[src/rtl/dmem_ram.sv]
`default_nettype none
// +----------------------------------------------------------------------------+
// | Module   : dmem_ram                                                        |
// | Purpose  : DEPTH x 32 storage array, asynchronous read, synchronous write. |
// | Revision : 1.0 - initial release                                           |
// +----------------------------------------------------------------------------+
module dmem_ram #(
    parameter int DEPTH  = 64,
    parameter int ADDR_W = $clog2(DEPTH)
) (
    input  logic              clk,
    input  logic              we,
    input  logic [ADDR_W-1:0] addr,
    input  logic [31:0]       wdata,
    output logic [31:0]       rdata
);

    logic [31:0] r_mem [DEPTH];

    always_ff @(posedge clk) begin
        if (we) begin
            r_mem[addr] <= wdata;
        end
    end

    assign rdata = r_mem[addr];

endmodule
`default_nettype wire

[config.mk]
export PLATFORM = sky130hd
export DESIGN_NAME = dmem_ram
export DESIGN_NICKNAME = d
export VERILOG_FILES = /design/src/rtl/dmem_ram.sv
export SDC_FILE = /design/constraint.sdc
export NUM_CORES = 2
export LEC_CHECK = 0
export CAP_MARGIN = 25
export CORE_MARGIN = 5
export CORE_UTILIZATION = 56
export CTS_CLUSTER_DIAMETER = 120
export CTS_CLUSTER_SIZE = 25
export DETAILED_ROUTE_END_ITERATION = 7
export GPL_TIMING_DRIVEN = 1
export PLACE_DENSITY = 0.76
export SYNTH_ARGS = -nofsm -noshare
export SYNTH_HDL_FRONTEND = slang
export SYNTH_SLANG_ARGS = --single-unit
[constraint.sdc]
create_clock -name clk -period 3.68 [get_ports clk]
set_input_delay 0.736 -clock clk [delete_from_list [all_inputs] [get_ports clk]]
set_output_delay 0.736 -clock clk [all_outputs]
set_load 0.1 [all_outputs]
==> metrics.csv <==
stage;metric;value;unit
worst_setup_path;critPathArrivalTime;3.40;ns
sta;fin_crit;4.13;ns
sta;finalSetupViolations;32;
sta;relSlewSlack;0.286;
sta;worst_slack;-0.451;ns
outcome;outcome;finished, violations left;
worst_setup_path;cp-endpoint;rdata[18];
synth;synthCells;4207;
synth;post_synth_instance_area;78300;um^2
grt;busiest_layer;met2;
grt;antenna_found_initial;11;
drt;drt-pass1-iter-count;8;
layout;layout.nets;4799;
placed_design;pre_cts_ws;-0.814;ns
sta;fin_tns_setup;-9.15;ns
layout;stdcell_area;93800;um^2
worst_setup_path;cp_max_fo;8;
synth;synth_edf_count;2048;
synth;synthArstFlopShare;0;
worst_hold_path;hold_path_depth;1;
layout;drive_above_1_share;0.320;
sta;hold_ws;0.246;ns
clocking;clk_pin_slew;0.11;ns
worst_setup_path;slowest_stage;mux4_2;
sta;slew_violations;0;
grt;grt-ovfl-total;0;
grt;grt_use_met3;0.0837;
layout;syn2layout_area_growth;19.8;%
worst_setup_path;cp_data_required_time;2.94;ns
grt;grt.total_usage;0.300;
pwr;peakVddDrop;0.421;mV
layout;fin_cells;6645;
floorplan;die_h;384;um
sta;rsz0062_at_grt;yes;
clocking;cts.path.max_buffers;3;
floorplan;start_util;0.562;
grt;grt_pass1_vias;45283;
floorplan;die_area;147000;um^2
worst_hold_path;worstHoldPathType;in -> reg;
worst_setup_path;end_kind;output pin;
grt;grt_pass1_wl;320;mm
floorplan;row_count;137;
drt;vias_per_cell;7.14;
layout;nFillCells;8248;
worst_setup_path;crit_path_max_incr_delay;0.50;ns
synth;ys_ff_latch;2048;
grt;grt_max_degree;73;
placed_design;place_area;86500;um^2
drt;avgRoutedWirePerCell;35.1;um
synth;ys_seq_area_frac;0.786;
placed_design;dp_cells;6396;
pwr;power.total;41.6;mW
sta;hold_viol;0;
clocking;cts_buffers;91;
synth;ys.flop_type;edfxtp_1;
clocking;cts_sinks;2048;
outcome;violations;design-rule violations, negative setup slack;
floorplan;ios;72;
layout;final_util;0.674;
placed_design;dp_hpwl;134;mm
synth;yosysWarnings;0;
layout;regArea;61500;um^2
grt;grtUsageMet1;0.414;
floorplan;fp.dieW;384;um
drt;drc;1;
worst_setup_path;start_kind;input pin;
layout;largest_reg_flops;2048;
clocking;htree_levels;3;
synth;synth_area_per_cell;18.6;um^2
layout;top_regs;r_mem: 2048 flops;
sta;fmax;242;MHz
layout;multi_input_area;18700;um^2
pwr;powerDensity;444;nW/um^2
clocking;cts_tree;built;
clocking;cts_root_buf;clkbuf_16;
drt;vias;47438;
worst_setup_path;path_common_cell;buf_16;
worst_setup_path;crit_start;addr[1];
worst_setup_path;critical_path_class;in -> out;
synth;synth.distinct_cells;55;
sta;worst_pin_slew;1.07;ns
drt;ant_nets;0;
placed_design;gp_congestion;0.920;
drt;drt_iter0_markers;8732;
synth;syn_nets;4247;
worst_setup_path;path_cells;buf_16 > buf_16 > buf_16 > buf_12 > buf_4 > mux4_2 > mux2i_1 > nor2_2 > a2111oi_4 > buf_4 > nand3_4 > buf_12;
pwr;power.static_leakage;30.4;nW
layout;final_cell_mix;edfxtp_1 (2048), buf_4 (436), mux2i_1 (232);
job;maxCapViolations;0;
sta;fin_crit_sh;1.12;
layout;top_register;r_mem;
drt;routed_wl;233;mm
grt;grtUsageMet2;0.459;
floorplan;core;139000;um^2
placed_design;portBuffers;71;
layout;final_common_cell;edfxtp_1;
## metal layers
layer  share of wire  vias to the layer above
met1            0.34                    23689
met3            0.15                      795
met5         0.00029                        -
met2            0.46                     4441
met4           0.052                       10
li1                -                    18503
## where the power goes
part	switching (mW)	internal (mW)	total, mW
logic	2.73	1.71	4.44
registers	0.0464	25.8	25.8
clock network	6.77	4.60	11.4
## worst max-delay path, delay by kind of cell
kind | cells | cell delay [ns]
compound gates | 1 | 0.33
buf+inv | 7 | 1.13
mux | 2 | 0.86
simple gates | 2 | 0.30
## synth_stat cells (all sizes together) (15+ instances only)
master | instances | area, um^2
nor3 | 22 | 110
o21ai | 85 | 425
a221oi | 175 | 1530
o22a | 70 | 613
clkbuf | 169 | 638
o2bb2ai | 15 | 131
a31oi | 43 | 269
mux2 | 147 | 1660
nand3 | 54 | 270
a211oi | 17 | 128
a22oi | 188 | 1410
a221o | 15 | 150
buf | 129 | 682
nor2 | 145 | 544
nand2b | 18 | 113
a222oi | 16 | 160
or4 | 15 | 113
and3 | 85 | 532
mux4 | 96 | 2160
nand2 | 28 | 105
o22ai | 93 | 582
edfxtp | 2048 | 61500
a22o | 66 | 578
mux2i | 259 | 2590
a21oi | 121 | 606
a2111oi | 15 | 131
## worst min-delay path by stage
stage	from	to	slack (ns)
6_report	wdata[1]	r_mem[47][1]	0.25
2_1_floorplan	wdata[0]	r_mem[0][0]	0.83
3_3_place_gp	wdata[10]	r_mem[1][10]	1.24
3_5_place_dp	wdata[25]	r_mem[51][25]	1.21
4_1_cts	wdata[25]	r_mem[51][25]	0.41
5_1_grt	wdata[1]	r_mem[47][1]	0.22
## area by class of cell
class	count	area share
flip-flops and latches	2048	0.656
multi-input cells	1863	0.199
repair buffers	753	0.0938
clock buffers	94	0.0251
well taps	1876	0.0250
clock inverters	5	0.000641
inverters	2	0.000160
diodes	4	0.000107
## kinds of logic (layout without fill, tap and decap cells)
group | Yosys count | after routing | synth area share
buffers and inverters | 300 | 854 | 0.0170
AOI/OAI and AO/OA | 933 | 933 | 0.0873
other | 0 | 4 | 0
and+or+nand+nor | 424 | 428 | 0.0283
muxes | 502 | 502 | 0.0819
DFF | 2048 | 2048 | 0.786
## repair_timing
item                       in CTS  in global routing
gates cloned                   25                  7
setup buffers                  63                 59
resized for setup             476                172
setup endpoints to repair      32                 32
pin swaps                     142                 76
hold buffers                    0                  0
Note: power is estimated with default switching activity, not from simulation.
